[config.mk]
export PLATFORM = sky130hd
export DESIGN_NAME = hssim_fuse_select
export DESIGN_NICKNAME = d
export VERILOG_FILES = /design/src/rtl/hssim_pkg.sv /design/src/rtl/hssim_fuse_select_fifo.sv /design/src/rtl/hssim_fuse_select.sv
export SDC_FILE = /design/constraint.sdc
export NUM_CORES = 2
export LEC_CHECK = 0
export CELL_PAD_IN_SITES_DETAIL_PLACEMENT = 0
export CELL_PAD_IN_SITES_GLOBAL_PLACEMENT = 2
export CORE_ASPECT_RATIO = 0.8
export CORE_UTILIZATION = 48
export CTS_CLUSTER_DIAMETER = 80
export DETAILED_ROUTE_END_ITERATION = 7
export PLACE_DENSITY_LB_ADDON = 0.1
export SYNTH_ARGS = -nofsm -noshare
export SYNTH_HDL_FRONTEND = slang
export SYNTH_HIERARCHICAL = 1
export SYNTH_SLANG_ARGS = --single-unit
[constraint.sdc]
create_clock -name clk -period 96.4 [get_ports clk]
set_clock_uncertainty 0.1 [all_clocks]
set_input_delay 9.64 -clock clk [delete_from_list [all_inputs] [get_ports clk]]
set_output_delay 9.64 -clock clk [all_outputs]
set_load 0.02 [all_outputs]
[src/rtl/hssim_pkg.sv]
// Shared constants and types for the HSSIM fuse/select stage.
// Frame geometry, beat width and HSSIM latency live here so every stage agrees on them.
package hssim_pkg;

    localparam int PIXELS_PER_BEAT = 16;
    localparam int IMAGE_DIM       = 512;
    localparam int HSSIM_LAT       = 12;
    localparam int DATA_WIDTH      = 8 * PIXELS_PER_BEAT;
    localparam int BEATS_PER_ROW   = IMAGE_DIM / PIXELS_PER_BEAT;
    localparam int COUNT_WIDTH     = $clog2(IMAGE_DIM * IMAGE_DIM) + 1;
    localparam int COL_WIDTH       = (BEATS_PER_ROW > 1) ? $clog2(BEATS_PER_ROW) : 1;
    localparam int ROW_WIDTH       = $clog2(IMAGE_DIM);
    localparam int SEL_CNT_WIDTH   = $clog2(PIXELS_PER_BEAT + 1);

    typedef logic [SEL_CNT_WIDTH-1:0] sel_cnt_t;

    typedef struct packed {
        logic [DATA_WIDTH-1:0] new_pix;
        logic [DATA_WIDTH-1:0] old_pix;
    } pix_pair_t;

    typedef struct packed {
        logic [DATA_WIDTH-1:0] data;
        logic                  last;
        logic                  first;
    } out_beat_t;

    // Number of pixels in a beat that were taken from the new frame.
    function automatic sel_cnt_t count_selected(input logic [PIXELS_PER_BEAT-1:0] sel);
        sel_cnt_t n;
        n = '0;
        for (int j = 0; j < PIXELS_PER_BEAT; j++) begin
            n = n + sel_cnt_t'(sel[j]);
        end
        return n;
    endfunction

endpackage

[src/rtl/hssim_fuse_select_fifo.sv]
// Two-entry beat buffer with occupancy and next-occupancy outputs.
// Generic over payload width so other stages can reuse it.
module beat_fifo2 #(
    parameter int WIDTH = 8
) (
    input  logic             clk,
    input  logic             aresetn,
    input  logic             push,
    input  logic [WIDTH-1:0] push_data,
    input  logic             pop,
    output logic [WIDTH-1:0] head_data,
    output logic [1:0]       count,
    output logic [1:0]       count_next
);

    logic [WIDTH-1:0] mem [2];
    logic             wr_ptr;
    logic             rd_ptr;
    logic             push_ok;
    logic             pop_ok;

    assign pop_ok  = pop && (count != 2'd0);
    assign push_ok = push && (count != 2'd2);

    always_comb begin
        // NOTE: count_next gets its default first so no path leaves it unassigned (no latch).
        count_next = count;
        if (push_ok && !pop_ok) begin
            count_next = count + 2'd1;
        end else if (pop_ok && !push_ok) begin
            count_next = count - 2'd1;
        end
    end

    // NOTE: storage is reset here because the head drives an output port directly;
    // delay-line payload elsewhere stays unreset and is qualified by its valid bit.
    always_ff @(posedge clk or negedge aresetn) begin
        if (!aresetn) begin
            mem[0] <= '0;
            mem[1] <= '0;
            wr_ptr <= 1'b0;
            rd_ptr <= 1'b0;
            count  <= 2'd0;
        end else begin
            // NOTE: non-blocking assignments so every register samples pre-edge values.
            if (push_ok) begin
                mem[wr_ptr] <= push_data;
                wr_ptr      <= ~wr_ptr;
            end
            if (pop_ok) begin
                rd_ptr <= ~rd_ptr;
            end
            count <= count_next;
        end
    end

    assign head_data = mem[rd_ptr];

endmodule

[src/rtl/hssim_fuse_select.sv]
// Aligns image beats with the HSSIM decision map, selects new/old pixels per byte,
// and emits fused beats on AXI-Stream with row/frame markers and per-frame new-pixel counts.
module hssim_fuse_select
    import hssim_pkg::*;
(
    input  logic                   clk,
    input  logic                   aresetn,
    input  logic                   s_valid,
    output logic                   s_ready,
    input  logic [DATA_WIDTH-1:0]  new_pix,
    input  logic [DATA_WIDTH-1:0]  old_pix,
    input  logic [DATA_WIDTH-1:0]  del,
    output logic                   stall,
    output logic [DATA_WIDTH-1:0]  m_tdata,
    output logic                   m_tvalid,
    input  logic                   m_tready,
    output logic                   m_tlast,
    output logic                   m_tuser,
    output logic [COUNT_WIDTH-1:0] new_count,
    output logic                   new_count_vld
);

    logic                  advance;
    logic [HSSIM_LAT-1:0]  pipe_vld;
    pix_pair_t             pipe_pix [HSSIM_LAT];
    logic [DATA_WIDTH-1:0] sel_pix;
    logic [PIXELS_PER_BEAT-1:0] sel_new;
    logic                  sel_vld;
    logic [DATA_WIDTH-1:0] sel_data;
    sel_cnt_t              sel_cnt;
    logic                  push;
    logic                  pop;
    logic [COL_WIDTH-1:0]  col_beat;
    logic [ROW_WIDTH-1:0]  row;
    logic                  row_end;
    logic                  frame_end;
    logic [COUNT_WIDTH-1:0] acc;
    logic [COUNT_WIDTH-1:0] acc_sum;
    out_beat_t             push_beat;
    out_beat_t             head_beat;
    logic [1:0]            fifo_count;
    logic [1:0]            fifo_count_next;

    assign advance = ~stall;

    // Alignment delay line: matches the HSSIM latency and freezes with it.
    always_ff @(posedge clk or negedge aresetn) begin
        if (!aresetn) begin
            pipe_vld <= '0;
        end else if (advance) begin
            pipe_vld <= {pipe_vld[HSSIM_LAT-2:0], s_valid};
        end
    end

    always_ff @(posedge clk) begin
        if (advance) begin
            pipe_pix[0] <= {new_pix, old_pix};
            for (int i = 1; i < HSSIM_LAT; i++) begin
                pipe_pix[i] <= pipe_pix[i-1];
            end
        end
    end

    // Only the MSB of each decision byte matters, so off-nominal values still resolve.
    always_comb begin
        sel_new = '0;
        sel_pix = '0;
        for (int j = 0; j < PIXELS_PER_BEAT; j++) begin
            sel_new[j]         = del[8*j+7];
            sel_pix[8*j +: 8]  = sel_new[j] ? pipe_pix[HSSIM_LAT-1].new_pix[8*j +: 8]
                                            : pipe_pix[HSSIM_LAT-1].old_pix[8*j +: 8];
        end
    end

    always_ff @(posedge clk or negedge aresetn) begin
        if (!aresetn) begin
            sel_vld <= 1'b0;
        end else if (advance) begin
            sel_vld <= pipe_vld[HSSIM_LAT-1];
        end
    end

    always_ff @(posedge clk) begin
        if (advance) begin
            sel_data <= sel_pix;
            sel_cnt  <= count_selected(sel_new);
        end
    end

    assign push      = sel_vld & advance;
    assign pop       = m_tvalid & m_tready;
    assign row_end   = (col_beat == COL_WIDTH'(BEATS_PER_ROW - 1));
    assign frame_end = row_end && (row == ROW_WIDTH'(IMAGE_DIM - 1));

    // Position tracks what is written into the buffer, not what leaves it.
    always_ff @(posedge clk or negedge aresetn) begin
        if (!aresetn) begin
            col_beat <= '0;
            row      <= '0;
        end else if (push) begin
            if (row_end) begin
                col_beat <= '0;
                row      <= frame_end ? '0 : row + 1'b1;
            end else begin
                col_beat <= col_beat + 1'b1;
            end
        end
    end

    assign acc_sum = acc + COUNT_WIDTH'(sel_cnt);

    always_ff @(posedge clk or negedge aresetn) begin
        if (!aresetn) begin
            acc           <= '0;
            new_count     <= '0;
            new_count_vld <= 1'b0;
        end else begin
            new_count_vld <= 1'b0;
            if (push) begin
                if (frame_end) begin
                    new_count     <= acc_sum;
                    new_count_vld <= 1'b1;
                    acc           <= '0;
                end else begin
                    acc <= acc_sum;
                end
            end
        end
    end

    assign push_beat = '{data: sel_data, last: row_end, first: (row == '0) && (col_beat == '0)};

    beat_fifo2 #(
        .WIDTH($bits(out_beat_t))
    ) u_out_buf (
        .clk        (clk),
        .aresetn    (aresetn),
        .push       (push),
        .push_data  (push_beat),
        .pop        (pop),
        .head_data  (head_beat),
        .count      (fifo_count),
        .count_next (fifo_count_next)
    );

    // Freeze as soon as the buffer will be full; it can never take a third beat.
    always_ff @(posedge clk or negedge aresetn) begin
        if (!aresetn) begin
            stall <= 1'b0;
        end else begin
            stall <= (fifo_count_next == 2'd2);
        end
    end

    assign s_ready  = ~stall;
    assign m_tvalid = (fifo_count != 2'd0);
    assign m_tdata  = head_beat.data;
    assign m_tlast  = head_beat.last;
    assign m_tuser  = head_beat.first;

endmodule

==> results.sh <==
export IMPL_post_place_cells=7999
export IMPL_cts_max_level=5
export IMPL_p_switching_mw=1.089
export IMPL_via_count=40770
export IMPL_ant_nets=0
export IMPL_cp_required_ns=86.66
export IMPL_place_area_um2=121600
export IMPL_start_util_pct=48.28
export IMPL_layout_drive_gt1_share_pct=17.39
export IMPL_clkTransAtPathRegs_ns=0.06
export IMPL_fin_util_pct=56.43
export IMPL_pwr_share_seq_pct=59.9
export IMPL_grt_pass1_vias=40450
export IMPL_final_setup_tns_ns=0
export IMPL_post_route_min_period_ns=13.66
export IMPL_violations="DRC"
export IMPL_viasPerCell=4.730
export IMPL_grt_first_pass_wirelength_mm=237.2
export IMPL_ys_ff_latch=3536
export IMPL_grt_usage_pct=13.03
export IMPL_synth_edff_count=3205
export IMPL_critPathLaunchType="flip-flop"
export IMPL_p_int_mw=3.662
export IMPL_dp_hpwl_mm=84.77
export IMPL_pwr_share_comb_pct=13.1
export IMPL_cts_hold_buf=0
export IMPL_drc=60
export IMPL_cts_setup_buffers=0
export IMPL_ys_seq_area_share_pct=92.23
export IMPL_finalCritPeriodShare_pct=14.17
export IMPL_p_per_area_nw_per_um2=35.86
export IMPL_final_cell_area_um2=132500
export IMPL_synthToLayoutAreaGrowth_pct=16.89
export IMPL_nNetsFinal=5617
export IMPL_p_clk_share_pct=27.0
export IMPL_power_leakage_nw=47.78
export IMPL_drt_total_wl_mm=156.1
export IMPL_wl_per_cell_um=18.12
export IMPL_p_sw_share_pct=22.92
export IMPL_root_buffer="clkbuf_16"
export IMPL_status="complete, but fails checks"
export IMPL_async_flop_share_pct=9.361
export IMPL_die_area_um2=238100
export IMPL_cts_buffers=338
export IMPL_yosysWarnings=6
export IMPL_die_h_um=436.6
export IMPL_core_um2=234800
export IMPL_portBuffers=428
export IMPL_rsz0062_at_grt="false"
export IMPL_grt_max_degree=209
export IMPL_antenna_found_initial=25
export IMPL_worstSkewPairLatency_ns=0.85
export IMPL_cp_max_fo=47
export IMPL_ir_drop_v=0.00002003
export IMPL_setup_slack_ns=82.74
export IMPL_worstPathArrival_ns=3.92
export IMPL_setup_worst_path_class="flip-flop to output pin"
export IMPL_cts_buffer_depth=4
export IMPL_drt_iter0_markers=3251
export IMPL_slew_violations=0
export IMPL_num_rows=159
export IMPL_max_freq_ghz=0.07321
export IMPL_gp_congestion=0.7017
export IMPL_worstSetupEndpointType="output pin"
export IMPL_clock_sinks=3536
export IMPL_fin_cells=8619
export IMPL_relSlewSlack_pct=23.16
export IMPL_tritoncts="built"
export IMPL_synth_area_um2=113300
export IMPL_place_ws_ns=82.14
export IMPL_max_cap_viol_count=0
export IMPL_io_pins=541
export IMPL_ys_flop_type="edfxtp_1"
export IMPL_tightest_slew_ns=1.153
export IMPL_grt_overflow=0
export IMPL_hold_viol=0
export IMPL_dr_pass1_iters=7
export IMPL_avgSynthCellArea_um2=25.48
export IMPL_syn_inst=4448
export IMPL_synth_fp_nets=4865
export IMPL_die_w_um=545.3
export IMPL_cts_resized=0
export IMPL_hold_path_class="flip-flop to flip-flop"
export IMPL_finalSetupViolCount=0
export IMPL_ys_types=49
## sequential cells by signal (all words and copies together), names as in the netlist
| name | flops |
|---|---|
| acc | 19 |
| col_beat | 5 |
| new_count | 19 |
| new_count_vld | 1 |
| pipe_pix | 3072 |
| pipe_vld | 12 |
| row | 9 |
| sel_cnt | 5 |
| sel_data | 128 |
| sel_vld | 1 |
| stall | 1 |
| u_out_buf/count | 2 |
| u_out_buf/mem | 260 |
| u_out_buf/rd_ptr | 1 |
| u_out_buf/wr_ptr | 1 |
## stage by stage
| step | total power [mW] | hold slack, ns |
|---|---|---|
| after floorplan | 4.315 | 0.3003 |
| after global placement | 3.474 | 0.3001 |
| after detailed placement | 3.523 | 0.3045 |
| after CTS | 4.828 | 0.3025 |
| after global routing | 4.983 | 0.3104 |
| final | 4.751 | 0.3016 |
## layout make-up
type	instances	area (µm²)
multi-input cells	790	8153
clock inverters	149	1553
diodes	6	15.01
inverters	49	191.4
well taps	3139	3928
repair buffers	485	4787
clock buffers	465	9313
fillers	17320	102300
flip-flops and latches	3536	104500
## per-layer routing
layer / track usage (%) / vias to the layer above / wire length [µm]
li1: - / 19150 / -
met1: 17.80 / 20600 / 70190
met2: 20.66 / 661 / 74360
met3: 2.773 / 348 / 6667
met4: 5.101 / 8 / 4884
met5: 0 / - / 47
## synthesized netlist by cell type, drive strengths merged, types with 2 or more instances
| cell type | instances | area (µm²) |
|---|---|---|
| a22o | 2 | 17.52 |
| nor2b | 3 | 18.77 |
| o211ai | 3 | 22.52 |
| nor3 | 5 | 25.02 |
| nand3 | 10 | 60.06 |
| and3 | 4 | 26.28 |
| mux2 | 532 | 6366 |
| o22ai | 3 | 18.77 |
| or4 | 3 | 22.52 |
| fa | 11 | 220.2 |
| mux2i | 3 | 30.03 |
| or3 | 9 | 56.30 |
| nand2b | 4 | 25.02 |
| o2111ai | 7 | 61.31 |
| xor2 | 5 | 43.79 |
| nor2 | 15 | 56.30 |
| buf | 46 | 379.1 |
| xnor2 | 18 | 157.7 |
| edfxtp | 3205 | 96240 |
| clkbuf | 27 | 102.6 |
| nand2 | 51 | 191.4 |
| inv | 49 | 183.9 |
| o21a | 6 | 45.04 |
| dfrtp | 331 | 8283 |
| a21o | 3 | 22.52 |
| nor4 | 2 | 27.53 |
| ha | 18 | 225.2 |
| o21ai | 44 | 224.0 |
| a21oi | 19 | 98.85 |
## cells in the final DEF (no fill, tap or decap), types with 9 or more instances in the layout
master and n:
dfrtp_1 330, inv_1 48, mux2_2 308, o21ai_0 43
mux2_1 124, fa_1 11, or3_1 9, nand2_1 50
edfxtp_1 3205, clkdlybuf4s50_1 426, clkbuf_1 96, bufinv_16 29
a21oi_1 18, xnor2_1 18, ha_1 18, mux2_4 100
clkinv_1 44, clkinv_2 54, buf_4 51, clkbuf_16 344
clkbuf_8 25, nor2_1 14
## critical path, cell delays in order (launching register included)
cell             delay [ns]
dfrtp_4                1.06
buf_4                  0.82
mux2_2                 0.44
clkdlybuf4s50_1        0.65
## power by group through the flow
| stage | sequential, mW | combinational (mW) | clock [mW] |
|---|---|---|---|
| floorplan | 3.90 | 0.410 | 0 |
| global placement | 2.84 | 0.632 | 0 |
| detailed placement | 2.88 | 0.640 | 0 |
| CTS | 2.86 | 0.643 | 1.33 |
| global route | 2.92 | 0.673 | 1.39 |
| finish | 2.85 | 0.621 | 1.28 |
## cell families after synthesis
group | count (synthesis) | synth area share, %
flip-flops | 3536 | 92.23
multiplexers | 535 | 5.644
buffers and inverters | 122 | 0.5873
AND/OR/NAND/NOR | 111 | 0.4792
AO/OA/AOI/OAI | 91 | 0.4781
adder cells (fa/ha/maj) | 30 | 0.4019
XOR/XNOR | 23 | 0.1777
## final timing paths
kind | start | end | slack (ns) | depth (start not counted)
worst max-delay path | u_out_buf/rd_ptr | m_tdata[32] | 82.74 | 3
worst min-delay path | pipe_pix[2][297] | pipe_pix[3][41] | 0.30 | 0
worst max register to register | stall | pipe_pix[4][364] | 90.00 | 7
worst min register to register | pipe_pix[2][297] | pipe_pix[3][41] | 0.30 | 0
max in group asynchronous | aresetn | u_out_buf/mem[209] | 85.89 | 2
min in group asynchronous | aresetn | u_out_buf/mem[250] | 8.72 | 1
Power figures use the tool's default switching activity.
